$ cat src/rtl/ikaopll_lite_if.sv
// ----------------------------------------------------------------------------
// ikaopll_lite_if
// CPU-side bus of the reduced OPLL sound block.
//   i_CS_n  chip select, active-low          (master -> slave)
//   i_WR_n  write strobe, active-low         (master -> slave)
//   i_A0    0 = address write, 1 = data write (master -> slave)
//   i_D     8-bit write data                 (master -> slave)
//   o_D     read data, always 8'h00          (slave -> master)
//   o_D_OE  read data output enable, always 0 (slave -> master)
// ----------------------------------------------------------------------------
interface ikaopll_lite_if;
    logic       i_CS_n;
    logic       i_WR_n;
    logic       i_A0;
    logic [7:0] i_D;
    logic [7:0] o_D;
    logic       o_D_OE;

    modport master (
        output i_CS_n, i_WR_n, i_A0, i_D,
        input  o_D, o_D_OE
    );

    modport slave (
        input  i_CS_n, i_WR_n, i_A0, i_D,
        output o_D, o_D_OE
    );
endinterface

$ cat src/rtl/ikaopll_lite.sv
// ----------------------------------------------------------------------------
// ikaopll_lite
// Reduced YM2413-compatible sound block. A write-only CPU bus loads the OPLL
// register map; a 72-slot sample frame processes the nine channels in slots
// 0..8, each channel being a square wave of amplitude 15-VOL whose sign is the
// top bit of a 19-bit phase accumulator. Channels are mixed into a melody and
// a rhythm sum, published once per frame with a one-clock strobe.
//
// Ports
//   i_XIN_EMUCLK   sole clock (rising edge)
//   i_IC           synchronous reset, active-high
//   o_XOUT         inverted clock
//   i_phiM_PCEN_n  tick enable, active-low; state advances only on ticks
//   i_ALTPATCH_EN  alternate patch select (half-rectify source for INST!=0)
//   bus            CPU bus (slave modport): CS_n, WR_n, A0, D in; D, D_OE out
//   o_MO, o_RO     signed 9-bit melody / rhythm samples
//   o_MO_SAMPLE,
//   o_RO_SAMPLE    one-clock strobes when o_MO / o_RO update
// ----------------------------------------------------------------------------
module ikaopll_lite #(
    parameter bit FULLY_SYNCHRONOUS        = 1'b1,
    parameter bit FAST_RESET               = 1'b1,
    parameter bit ALTPATCH_CONFIG_MODE     = 1'b0,
    parameter bit USE_PIPELINED_MULTIPLIER = 1'b1
) (
    input  logic                i_XIN_EMUCLK,
    input  logic                i_IC,
    output logic                o_XOUT,
    input  logic                i_phiM_PCEN_n,
    input  logic                i_ALTPATCH_EN,
    ikaopll_lite_if.slave       bus,
    output logic signed [8:0]   o_MO,
    output logic signed [8:0]   o_RO,
    output logic                o_MO_SAMPLE,
    output logic                o_RO_SAMPLE
);
    localparam int         DATA_W    = 9;
    localparam logic [6:0] LAST_SLOT = 7'd71;
    localparam logic [6:0] LAST_CH   = 7'd8;
    // {CS_n, WR_n, A0, D} at rest: strobes inactive
    localparam logic [10:0] BUS_IDLE = {1'b1, 1'b1, 1'b0, 8'h00};

    // Square-wave output for one channel: positive half gives +amp, negative
    // half gives -amp, or silence when half-rectify is selected.
    function automatic logic signed [DATA_W-1:0] shape_wave(
        input logic [3:0] amp,
        input logic       neg,
        input logic       hr
    );
        logic signed [DATA_W-1:0] mag;
        mag = $signed({{(DATA_W-4){1'b0}}, amp});
        if (!neg)
            shape_wave = mag;
        else if (hr)
            shape_wave = '0;
        else
            shape_wave = -mag;
    endfunction

    function automatic logic addr_valid(input logic [7:0] a);
        addr_valid = (a <= 8'h07) || (a == 8'h0E) || (a == 8'h0F) ||
                     ((a >= 8'h10) && (a <= 8'h18)) ||
                     ((a >= 8'h20) && (a <= 8'h28)) ||
                     ((a >= 8'h30) && (a <= 8'h38));
    endfunction

    logic tick;
    logic rst;

    assign tick       = ~i_phiM_PCEN_n;
    // With slow reset, i_IC is only honoured on tick clocks.
    assign rst        = FAST_RESET ? i_IC : (i_IC & tick);
    assign o_XOUT     = ~i_XIN_EMUCLK;
    assign bus.o_D    = 8'h00;
    assign bus.o_D_OE = 1'b0;

    // ---------------- bus input synchronizer (runs every clock) ----------------
    logic [10:0] bus_s1_q;
    logic        cs_n_s;
    logic        wr_n_s;
    logic        a0_s;
    logic [7:0]  d_s;

    always_ff @(posedge i_XIN_EMUCLK) begin
        if (rst)
            bus_s1_q <= BUS_IDLE;
        else
            bus_s1_q <= {bus.i_CS_n, bus.i_WR_n, bus.i_A0, bus.i_D};
    end

    generate
        if (FULLY_SYNCHRONOUS) begin : g_sync2
            logic [10:0] bus_s2_q;
            always_ff @(posedge i_XIN_EMUCLK) begin
                if (rst)
                    bus_s2_q <= BUS_IDLE;
                else
                    bus_s2_q <= bus_s1_q;
            end
            assign {cs_n_s, wr_n_s, a0_s, d_s} = bus_s2_q;
        end else begin : g_sync1
            assign {cs_n_s, wr_n_s, a0_s, d_s} = bus_s1_q;
        end
    endgenerate

    // ---------------- bus write FSM: capture while strobed, commit on release ----------------
    typedef enum logic {
        BUS_WAIT = 1'b0,
        BUS_HELD = 1'b1
    } bus_state_t;

    bus_state_t bus_state_q;
    bus_state_t bus_state_d;
    logic       wr_act;
    logic       cap_en;
    logic       commit;
    logic       cap_a0_q;
    logic [7:0] cap_d_q;

    assign wr_act = ~cs_n_s & ~wr_n_s;

    always_ff @(posedge i_XIN_EMUCLK) begin
        if (rst)
            bus_state_q <= BUS_WAIT;
        else
            bus_state_q <= bus_state_d;
    end

    always_comb begin
        bus_state_d = bus_state_q;
        cap_en      = 1'b0;
        commit      = 1'b0;
        if (tick) begin
            case (bus_state_q)
                BUS_WAIT: begin
                    if (wr_act) begin
                        cap_en      = 1'b1;
                        bus_state_d = BUS_HELD;
                    end
                end
                BUS_HELD: begin
                    if (wr_act) begin
                        // the latest strobed cycle wins
                        cap_en = 1'b1;
                    end else begin
                        commit      = 1'b1;
                        bus_state_d = BUS_WAIT;
                    end
                end
                default: bus_state_d = BUS_WAIT;
            endcase
        end
    end

    always_ff @(posedge i_XIN_EMUCLK) begin
        if (rst) begin
            cap_a0_q <= 1'b0;
            cap_d_q  <= 8'h00;
        end else if (cap_en) begin
            cap_a0_q <= a0_s;
            cap_d_q  <= d_s;
        end
    end

    // ---------------- register file ----------------
    logic [7:0]      addr_q;
    logic [7:0][7:0] patch_q;     // 00-07
    logic [5:0]      rhy_q;       // 0E {R,BD,SD,TOM,CYM,HH}
    logic [7:0]      test_q;      // 0F
    logic [8:0][7:0] fnum_lo_q;   // 10-18
    logic [8:0][5:0] ctl_q;       // 20-28 {SUS,KEY,BLK[2:0],fnum[8]}
    logic [8:0][7:0] iv_q;        // 30-38 {INST,VOL}

    always_ff @(posedge i_XIN_EMUCLK) begin
        if (rst) begin
            addr_q    <= '0;
            patch_q   <= '0;
            rhy_q     <= '0;
            test_q    <= '0;
            fnum_lo_q <= '0;
            ctl_q     <= '0;
            iv_q      <= '0;
        end else if (commit) begin
            if (!cap_a0_q) begin
                addr_q <= cap_d_q;
            end else if (addr_valid(addr_q)) begin
                case (addr_q[7:4])
                    4'h0: begin
                        if (!addr_q[3])
                            patch_q[addr_q[2:0]] <= cap_d_q;
                        else if (addr_q[0])
                            test_q <= cap_d_q;
                        else
                            rhy_q <= cap_d_q[5:0];
                    end
                    4'h1:    fnum_lo_q[addr_q[3:0]] <= cap_d_q;
                    4'h2:    ctl_q[addr_q[3:0]]     <= cap_d_q[5:0];
                    4'h3:    iv_q[addr_q[3:0]]      <= cap_d_q;
                    default: ;
                endcase
            end
        end
    end

    // ---------------- slot counter ----------------
    logic [6:0] cnt_q;
    logic [6:0] cnt_d;

    assign cnt_d = (cnt_q == LAST_SLOT) ? 7'd0 : cnt_q + 7'd1;

    always_ff @(posedge i_XIN_EMUCLK) begin
        if (rst)
            cnt_q <= '0;
        else if (tick)
            cnt_q <= cnt_d;
    end

    // ---------------- stage p0: per-channel phase update and amplitude ----------------
    logic [3:0]       ch;
    logic             proc_act;
    logic [8:0]       fnum;
    logic [2:0]       blk;
    logic             drum_key;
    logic             key;
    logic [18:0]      phase_inc;
    logic [18:0]      phase_new;
    logic [18:0]      phase_eff;
    logic [3:0]       amp;
    logic             alt_sel;
    logic             hr;
    logic             to_rhy;
    logic [8:0][18:0] phase_q;

    assign ch        = cnt_q[3:0];
    assign proc_act  = tick && (cnt_q <= LAST_CH);
    assign fnum      = {ctl_q[ch][0], fnum_lo_q[ch]};
    assign blk       = ctl_q[ch][3:1];
    assign phase_inc = {10'd0, fnum} << blk;
    assign phase_new = phase_q[ch] + phase_inc;

    always_comb begin
        drum_key = 1'b0;
        if (rhy_q[5]) begin
            case (ch)
                4'd6:    drum_key = rhy_q[4];
                4'd7:    drum_key = rhy_q[3] | rhy_q[0];
                4'd8:    drum_key = rhy_q[2] | rhy_q[1];
                default: drum_key = 1'b0;
            endcase
        end
    end

    assign key       = ctl_q[ch][4] | drum_key;
    // the wave is taken from the phase after this sample's advance
    assign phase_eff = key ? phase_new : phase_q[ch];
    assign amp       = key ? (4'd15 - iv_q[ch][3:0]) : 4'd0;
    assign alt_sel   = ALTPATCH_CONFIG_MODE ? test_q[7] : i_ALTPATCH_EN;
    assign hr        = (iv_q[ch][7:4] == 4'd0) ? patch_q[3][4] : alt_sel;
    assign to_rhy    = rhy_q[5] && (ch >= 4'd6);

    always_ff @(posedge i_XIN_EMUCLK) begin
        if (rst)
            phase_q <= '0;
        else if (proc_act && key)
            phase_q[ch] <= phase_new;
    end

    // ---------------- stage p1: amplitude / sign register ----------------
    logic [3:0] amp_p1_q;
    logic       neg_p1_q;
    logic       hr_p1_q;
    logic       vld_p1_q;
    logic       first_p1_q;
    logic       rhy_p1_q;

    always_ff @(posedge i_XIN_EMUCLK) begin
        if (rst) begin
            amp_p1_q   <= '0;
            neg_p1_q   <= 1'b0;
            hr_p1_q    <= 1'b0;
            vld_p1_q   <= 1'b0;
            first_p1_q <= 1'b0;
            rhy_p1_q   <= 1'b0;
        end else if (tick) begin
            amp_p1_q   <= amp;
            neg_p1_q   <= phase_eff[18];
            hr_p1_q    <= hr;
            vld_p1_q   <= proc_act;
            first_p1_q <= proc_act && (cnt_q == 7'd0);
            rhy_p1_q   <= to_rhy;
        end
    end

    // ---------------- stage p2: signed wave (optionally registered) ----------------
    logic signed [DATA_W-1:0] wave_p2;
    logic                     vld_p2;
    logic                     first_p2;
    logic                     rhy_p2;

    generate
        if (USE_PIPELINED_MULTIPLIER) begin : g_pipe
            logic signed [DATA_W-1:0] wave_p2_q;
            logic                     vld_p2_q;
            logic                     first_p2_q;
            logic                     rhy_p2_q;
            always_ff @(posedge i_XIN_EMUCLK) begin
                if (rst) begin
                    wave_p2_q  <= '0;
                    vld_p2_q   <= 1'b0;
                    first_p2_q <= 1'b0;
                    rhy_p2_q   <= 1'b0;
                end else if (tick) begin
                    wave_p2_q  <= shape_wave(amp_p1_q, neg_p1_q, hr_p1_q);
                    vld_p2_q   <= vld_p1_q;
                    first_p2_q <= first_p1_q;
                    rhy_p2_q   <= rhy_p1_q;
                end
            end
            assign wave_p2  = wave_p2_q;
            assign vld_p2   = vld_p2_q;
            assign first_p2 = first_p2_q;
            assign rhy_p2   = rhy_p2_q;
        end else begin : g_comb
            assign wave_p2  = shape_wave(amp_p1_q, neg_p1_q, hr_p1_q);
            assign vld_p2   = vld_p1_q;
            assign first_p2 = first_p1_q;
            assign rhy_p2   = rhy_p1_q;
        end
    endgenerate

    // ---------------- stage p3: mix accumulators and frame output ----------------
    logic signed [DATA_W-1:0] mo_acc_q;
    logic signed [DATA_W-1:0] ro_acc_q;
    logic signed [DATA_W-1:0] mo_q;
    logic signed [DATA_W-1:0] ro_q;
    logic                     smp_q;
    logic                     frame_end;

    assign frame_end = tick && (cnt_q == LAST_SLOT);

    // channel 0 (always melody) restarts both sums for the new frame
    always_ff @(posedge i_XIN_EMUCLK) begin
        if (rst) begin
            mo_acc_q <= '0;
            ro_acc_q <= '0;
        end else if (tick && vld_p2) begin
            if (first_p2) begin
                mo_acc_q <= wave_p2;
                ro_acc_q <= '0;
            end else if (rhy_p2) begin
                ro_acc_q <= ro_acc_q + wave_p2;
            end else begin
                mo_acc_q <= mo_acc_q + wave_p2;
            end
        end
    end

    // the strobe is refreshed every clock so that it stays one clock wide
    always_ff @(posedge i_XIN_EMUCLK) begin
        if (rst) begin
            mo_q  <= '0;
            ro_q  <= '0;
            smp_q <= 1'b0;
        end else begin
            smp_q <= frame_end;
            if (frame_end) begin
                mo_q <= mo_acc_q;
                ro_q <= ro_acc_q;
            end
        end
    end

    assign o_MO        = mo_q;
    assign o_RO        = ro_q;
    assign o_MO_SAMPLE = smp_q;
    assign o_RO_SAMPLE = smp_q;

    // stored-only register bits with no effect on the reduced datapath
    logic unused_bits;
    assign unused_bits = ^{patch_q, test_q[6:0], ctl_q};

endmodule

$ cat src/flat_wrapper.sv
// flat-port wrapper written by rule: the top's interface ports become plain ports
module ikaopll_lite_flat 
#(
    parameter bit FULLY_SYNCHRONOUS        = 1'b1,
    parameter bit FAST_RESET               = 1'b1,
    parameter bit ALTPATCH_CONFIG_MODE     = 1'b0,
    parameter bit USE_PIPELINED_MULTIPLIER = 1'b1
)
  (i_XIN_EMUCLK, i_IC, o_XOUT, i_phiM_PCEN_n, i_ALTPATCH_EN, o_MO, o_RO, o_MO_SAMPLE, o_RO_SAMPLE, bus_i_CS_n, bus_i_WR_n, bus_i_A0, bus_i_D, bus_o_D, bus_o_D_OE);
  ikaopll_lite_if bus_i ();
  input  logic i_XIN_EMUCLK;
  input  logic i_IC;
  output logic o_XOUT;
  input  logic i_phiM_PCEN_n;
  input  logic i_ALTPATCH_EN;
  output logic signed [8:0] o_MO;
  output logic signed [8:0] o_RO;
  output logic o_MO_SAMPLE;
  output logic o_RO_SAMPLE;
  input wire logic [$bits(bus_i.i_CS_n)-1:0] bus_i_CS_n;
  input wire logic [$bits(bus_i.i_WR_n)-1:0] bus_i_WR_n;
  input wire logic [$bits(bus_i.i_A0)-1:0] bus_i_A0;
  input wire logic [$bits(bus_i.i_D)-1:0] bus_i_D;
  output wire logic [$bits(bus_i.o_D)-1:0] bus_o_D;
  output wire logic [$bits(bus_i.o_D_OE)-1:0] bus_o_D_OE;
  assign bus_i.i_CS_n = bus_i_CS_n;
  assign bus_i.i_WR_n = bus_i_WR_n;
  assign bus_i.i_A0 = bus_i_A0;
  assign bus_i.i_D = bus_i_D;
  assign bus_o_D = bus_i.o_D;
  assign bus_o_D_OE = bus_i.o_D_OE;
  ikaopll_lite #(.FULLY_SYNCHRONOUS(FULLY_SYNCHRONOUS), .FAST_RESET(FAST_RESET), .ALTPATCH_CONFIG_MODE(ALTPATCH_CONFIG_MODE), .USE_PIPELINED_MULTIPLIER(USE_PIPELINED_MULTIPLIER)) u_core (.i_XIN_EMUCLK(i_XIN_EMUCLK), .i_IC(i_IC), .o_XOUT(o_XOUT), .i_phiM_PCEN_n(i_phiM_PCEN_n), .i_ALTPATCH_EN(i_ALTPATCH_EN), .bus(bus_i), .o_MO(o_MO), .o_RO(o_RO), .o_MO_SAMPLE(o_MO_SAMPLE), .o_RO_SAMPLE(o_RO_SAMPLE));
endmodule
$ cat config.mk
export PLATFORM = sky130hd
export DESIGN_NAME = ikaopll_lite_flat
export DESIGN_NICKNAME = d
export VERILOG_FILES = /design/src/rtl/ikaopll_lite_if.sv /design/src/rtl/ikaopll_lite.sv /design/src/flat_wrapper.sv
export SDC_FILE = /design/constraint.sdc
export NUM_CORES = 1
export LEC_CHECK = 0
export ABC_AREA = 1
export CAP_MARGIN = 30
export CORE_UTILIZATION = 31
export DETAILED_ROUTE_END_ITERATION = 8
export SETUP_SLACK_MARGIN = 0.4
export SLEW_MARGIN = 15
export SYNTH_ARGS = -nofsm -noshare
export SYNTH_HDL_FRONTEND = slang
export SYNTH_SLANG_ARGS = --single-unit
$ cat constraint.sdc
create_clock -name i_XIN_EMUCLK -period 7.9 [get_ports i_XIN_EMUCLK]
set_clock_uncertainty 0.15 [all_clocks]
set_input_delay 1.975 -clock i_XIN_EMUCLK [delete_from_list [all_inputs] [get_ports i_XIN_EMUCLK]]
set_output_delay 1.975 -clock i_XIN_EMUCLK [all_outputs]
set_load 0.1 [all_outputs]
[Word-level counts from Yosys, hierarchy flattened]
Index checks and enable logic that the tools add are counted.
Word-level totals
  output and inout bits: 30
  bits of input ports: 15
  flip-flop bits (word level): 544
Operators by class
  shifts and indexed selects: 1
  reduce and logical (&&, ||, !) cells: 29
  $add $sub $neg: 6
  multiplexer cells: 38
  eq/ne operators: 10
  bitwise gates (word level): 11
  magnitude comparators: 15
Operators by type and width (count)
  bitwise mux 171 bit: 1
  bitwise mux 72 bit: 2
  binary-select mux 19 bit (select 4 bit): 1
  demux 19 bit (select 4 bit): 1
  binary-select mux 8 bit (select 4 bit): 2
  bitwise mux 64 bit: 1
  2-to-1 mux 19 bit: 3
  bitwise mux 54 bit: 1
  2-to-1 mux 9 bit: 6
  demux 8 bit (select 4 bit): 1
  2-to-1 mux 8 bit: 4
  binary-select mux 6 bit (select 4 bit): 1
  demux 6 bit (select 4 bit): 1
  demux 8 bit (select 3 bit): 1
  adder 19 bit: 1
  left shift 9 x 3 -> 19 bit: 1
  adder 9 bit: 2
  == test 8 x 4 -> 1 bit (second input constant): 2
  greater-or-equal comparator 8 x 6 -> 1 bit (second input constant): 2
  <= comparator 8 x 6 -> 1 bit (second input constant): 2
  logical AND 1 bit: 12
  AND reduction 4 bit: 3
  < comparator 4 x 5 -> 1 bit (second input constant): 2
  negation 4 -> 9 bit: 1
  32 further kinds: 56

[Depth between registers and ports, before layout]
Gate-level depths: netlist (run 1).
  word-level depth: 7
  gate-level depth with buffers: 28
  depth with buffers taken out: 26

==> reports/results.ini, run 1 <==
[run_status]
status=finished, violations left
violations=design-rule violations

[detailed_routing]
vias=21060
wirelength_mm=68.98
route.detailed.drc=2
wl_per_cell_um=15.74
drt_iter0_drc=1827
drt_pre_antenna_iters=7
drtAntennaViolNets=0
viasPerCell=4.806

[finish]
area_delta_synth_final_pct=11.69
register_area_um2=9414
multi_input_area_um2=11180
utilization_pct=35.07
nFillCells=7833
drive_gt1_share_pct=6.164
diodes=0
layout.cells.non_filler=4382
fin_nets=3442

[floorplanning]
die_w_um=274.3
core_area_um2=73210
die_area_um2=75250
start_util_pct=31.40
num_rows=99
ioPinCount=45
fp.dieH_um=274.3

[sta]
rsz0062_at_grt=false
finalSetupTns_ns=0
maxSlewHeadroom_pct=32.44
hold_viol=0
timing.hold.ws_ns=0.2483
setup_viol_count_final=0
slew_violations=0
worstMarginPinSlew_ns=1.010

[worst_setup_path]
cpLargestDelayFamily=buffers and inverters
rrSetupSlack_ns=2.39
path_common_cell=clkbuf_16
critPathKind=clk -> out
path_buf_inv=5
slowest_delay_ns=0.54
endpoint_kind=output pin
worstPathArrival_ns=5.14
cp_data_required_time_ns=5.78
slowest_stage=clkdlybuf4s15_2
worstPathMaxFanout=14
critical_path.cell_chain=clkbuf_16 > clkbuf_16 > clkbuf_16 > inv_1 > clkdlybuf4s15_2
cp-start-kind=clock port

[pwr]
peakVddDrop_uv=247.1
pwr_density_cell_nw_per_um2=216.2
p_leak_nw=10.74
power_w=0.005550

[global_route]
overflow=0
grt_pass1_vias=19173
grt_pass1_wl_mm=108.6
grt_start_max_net_pins=114
track_usage_pct=18.08
antenna_found_initial=0

[yosys]
yosys_warnings=0
yosys_register_bits=470
synth_edf_count=0
syn_area_um2=22990
synth_cells=3444
ys_seq_area_share_pct=40.93
synth.avg_cell_area_um2=6.675
async_flop_share_pct=0
synth.distinct_cells=54
synth_flop_cell=dfxtp_1

[place]
routabilityCongestion=0.8918
hpwl_mm=41.83
portBuffers=35
placed_cells=4291

[cts]
numCtsBuffers=51
worstSkewPairLatency_ns=0.63
cts_tree=done
ctsHoldBuffers=0
cts_resized=3
clk_pin_slew_ns=0.06
clockBufferDepth=3
cts-root-buf=clkbuf_16
htree_levels=2
post_cts_buffers=0

[hold_path]
hold_class=reg -> reg

[flow_run]
cap_violations=0

-- per-stage QoR --
stage,worst slack (ns),instance area (µm²)
CTS,0.6107,25660
detailed placement,0.6858,23900
finish,0.6320,25680
global placement,0.6858,23870
global route,0.5827,25680
floorplan,1.248,23020
-- routing by layer --
metal  vias to the layer above  wire length (µm)  GRT usage (%)
met2                       577             30820          29.02
met5                         -                 0              0
met1                      9621             32150          24.98
met4                         0              1515          5.117
met3                        91              4498          2.680
li1                      10771                 -              -
-- registers in the layout, indices dropped and copies added (netlist names), 4 cells and up --
name / flops
u_core.addr_q: 8
u_core.amp_p1_q: 4
u_core.bus_s1_q: 11
u_core.cap_d_q: 8
u_core.cnt_q: 7
u_core.ctl_q: 45
u_core.fnum_lo_q: 72
u_core.g_pipe.wave_p2_q: 7
u_core.g_sync2.bus_s2_q: 11
u_core.iv_q: 72
u_core.mo_acc_q: 9
u_core.o_MO: 9
u_core.o_RO: 9
u_core.phase_q: 171
u_core.rhy_q: 6
u_core.ro_acc_q: 9
-- cell type report --
class,count,share of cell area (%)
multi-input combinational,2395,43.54
inverter,401,5.921
timing repair buffer,65,2.295
clock buffer,75,5.935
tap,959,4.673
sequential,470,36.66
clock inverter,17,0.9697
-- layout by cell type, fill, tap and decap left out, types with 18 or more instances in the layout --
cell             Yosys  layout
a211oi_1            72      72
a21oi_1            294     294
a22oi_1             26      26
buf_4               26      28
clkbuf_16            0      51
clkdlybuf4s50_1      0      33
dfxtp_1            470     468
ha_1                38      38
inv_1              372     372
nand2_1            996     996
nand2_2             19      19
nand3_1            154     154
nor2_1             432     432
nor2_2              19      18
nor3_1              27      27
o21ai_0            194     194
-- path summary, 6_finish.rpt --
check / start / to / cells after the start
max: i_XIN_EMUCLK / o_XOUT / 5
min: u_core.bus_s1_q[1]$_SDFF_PP0_ / u_core.g_sync2.bus_s2_q[1]$_SDFF_PP0_ / 2
max reg2reg: u_core.cnt_q[2]$_SDFFE_PP0N_ / u_core.phase_q[75]$_SDFFE_PP0P_ / 21
min reg2reg: u_core.bus_s1_q[1]$_SDFF_PP0_ / u_core.g_sync2.bus_s2_q[1]$_SDFF_PP0_ / 2
-- report_power, final --
part	internal (W)	switching, W
logic	0.000137	0.000421
registers	0.00239	0.0000243
clock network	0.00150	0.00108
-- cell families (layout without fill, tap and decap cells) --
family,after synthesis,in the layout,synth area share [%]
other,1,9,0.01631
AND/OR/NAND/NOR,1684,1684,29.77
flip-flops,470,470,40.93
adder cells (fa/ha/maj),41,41,2.330
buffers and inverters,587,558,10.59
XOR/XNOR,17,17,0.6804
AO/OA/AOI/OAI,644,644,15.69
-- Yosys cell counts, drive strengths merged, types with 5 or more instances --
master	count	area share, %
a32oi	6	0.23
o21ai	199	4.3
o21bai	5	0.16
buf	90	2.4
nand3	157	3.6
nand4	8	0.22
inv	390	6.4
a22oi	26	0.85
or2	8	0.22
nand2	1017	17
ha	38	2.1
a211oi	72	2.4
clkinv	12	0.21
a21oi	304	6.8
nor2	454	7.8
dfxtp	470	41
o22ai	17	0.46
xor2	15	0.60
clkbuf	95	1.6
nor3	30	0.72
-- tightest hold or removal path, stage by stage (launching register included) --
cell	delay, ns
dfxtp_1	0.29
inv_1	0.04
nor2_1	0.03
No activity file was read; power rests on OpenSTA's default activity.
==> run 2: changes to the inputs <==
Settings changed: CTS_CLUSTER_SIZE set to 25, MAX_ROUTING_LAYER set to met4.
==> reports/results.ini, run 2 (synthesis gave the netlist of run 1 again) <==
[run_status]
status=finished, violations left
violations=design-rule violations

[finish]
layout_commonest_cell=nand2_1
drive_gt1_share_pct=5.932
nFillCells=7848
top_register=u_core.phase_q
utilization_pct=34.92
area_delta_synth_final_pct=11.22
top_regs=u_core.phase_q x171, u_core.fnum_lo_q x72, u_core.iv_q x72
diodes=0
fin_nets=3440
final_area_um2=25570
largest_reg_flops=171
layout_common_cells=996 x nand2_1, 468 x dfxtp_1, 432 x nor2_1, 372 x inv_1, 294 x a21oi_1

[detailed_routing]
route.detailed.drc=2
drt_iter0_drc=1715
vias=21148
drt_pre_antenna_iters=9
viasPerCell=4.827
wirelength_mm=68.67
drtAntennaViolNets=0
wl_per_cell_um=15.67

[floorplanning]
ioPinCount=45
start_util_pct=31.40
fp.dieH_um=274.3
die_w_um=274.3
num_rows=99
core_area_um2=73210
die_area_um2=75250

[global_route]
grt_start_max_net_pins=131
track_usage_pct=18.73
grt_pass1_vias=19487
overflow=0
antenna_found_initial=0
grt_pass1_wl_mm=109.3

[worst_setup_path]
reg2regPathDepth=21
cp-start-kind=clock port
slowest_stage=clkdlybuf4s15_2
critPathKind=clk -> out
rr_endpoint=u_core.phase_q[56]$_SDFFE_PP0P_
cp_data_required_time_ns=5.78
worstPathArrival_ns=5.14
startpoint=i_XIN_EMUCLK
path_common_cell=clkbuf_16
endpoint_kind=output pin
worstPathMaxFanout=13
critical_path.cell_chain=clkbuf_16 > clkbuf_16 > clkbuf_16 > inv_1 > clkdlybuf4s15_2
crit_end=o_XOUT
slowest_delay_ns=0.55
r2r_start=u_core.cnt_q[2]$_SDFFE_PP0N_
rrSetupSlack_ns=2.59

[sta]
hold_viol=0
slew_violations=0
timing.hold.ws_ns=0.2513
setup_viol_count_final=0
finalSetupTns_ns=0
worstMarginPinSlew_ns=1.011
maxSlewHeadroom_pct=32.37
rsz0062_at_grt=false

[place]
hpwl_mm=41.84
routabilityCongestion=0.8832
placed_area_um2=23910
portBuffers=35

[pwr]
peakVddDrop_uv=254.3
pwr_density_cell_nw_per_um2=210.9
netSwitchingFraction_pct=27.68
pwr-share-seq_pct=44.7
power_frac_comb_pct=10.6
power_w=0.005393
pwr-share-clk_pct=44.7
internal_power_w=0.003900
p_leak_nw=10.69
power_switching_w=0.001493

[cts]
htree_levels=2
cts_tree=done
clockBufferDepth=3
cts-root-buf=clkbuf_16
numCtsBuffers=51
ctsHoldBuffers=0
worstSkewPairLatency_ns=0.62
clk_pin_slew_ns=0.06

[flow_run]
cap_violations=0

[hold_path]
hold_class=reg -> reg

==> run 2: final cells by class <==
| type | instances | area, µm² | share of cell area [%] |
|---|---|---|---|
| clock buffers | 81 | 1548 | 6.054 |
| clock inverters | 12 | 98.84 | 0.3866 |
| inverters | 401 | 1520 | 5.946 |
| multi-input cells | 2395 | 11180 | 43.73 |
| flip-flops and latches | 470 | 9414 | 36.82 |
| well taps | 959 | 1200 | 4.693 |
| repair buffers | 63 | 606.8 | 2.373 |
==> run 2: worst min path at each step <==
stage,start,cells past startpoint,end
floorplan,u_core.bus_s1_q[0]$_SDFF_PP0_,2,u_core.g_sync2.bus_s2_q[0]$_SDFF_PP0_
global placement,u_core.bus_s1_q[7]$_SDFF_PP0_,2,u_core.g_sync2.bus_s2_q[7]$_SDFF_PP0_
detailed placement,u_core.bus_s1_q[2]$_SDFF_PP0_,2,u_core.g_sync2.bus_s2_q[2]$_SDFF_PP0_
CTS,u_core.bus_s1_q[2]$_SDFF_PP0_,2,u_core.g_sync2.bus_s2_q[2]$_SDFF_PP0_
global route,u_core.bus_s1_q[7]$_SDFF_PP0_,2,u_core.g_sync2.bus_s2_q[7]$_SDFF_PP0_
finish,u_core.bus_s1_q[2]$_SDFF_PP0_,2,u_core.g_sync2.bus_s2_q[2]$_SDFF_PP0_
==> run 2: critical path, delay by kind of cell <==
kind	cells	cell delay (ns)
buffers and inverters	5	1.18
==> run 2: power groups by stage <==
stage	clock (W)	sequential, W	combinational [W]
after global placement	0.0000514	0.00246	0.000563
after floorplan	0.0000418	0.00245	0.000404
after detailed placement	0.0000514	0.00246	0.000563
after global routing	0.00256	0.00241	0.000627
final	0.00241	0.00241	0.000571
after CTS	0.00246	0.00241	0.000566
==> run 2: per-layer routing <==
metal  part of all wire (%)  GRT usage [%]
met1                     47          25.18
met2                     44          28.93
met3                    6.1          2.408
met4                    2.6          6.096
met5                      0              -
==> run 2: repair_timing <==
| item | 4_1_cts | 5_1_grt |
|---|---|---|
| buffers inserted | 0 | 0 |
| endpoints found under the setup margin | 1 | 0 |
| resized for setup | 3 | 0 |
==> run 2: stage by stage <==
step,std cells,setup slack (ns)
2_1_floorplan,3452,1.248
3_3_place_gp,4285,0.6858
3_5_place_dp,4289,0.6858
4_1_cts,4380,0.6025
5_1_grt,4381,0.6039
6_report,4381,0.6374
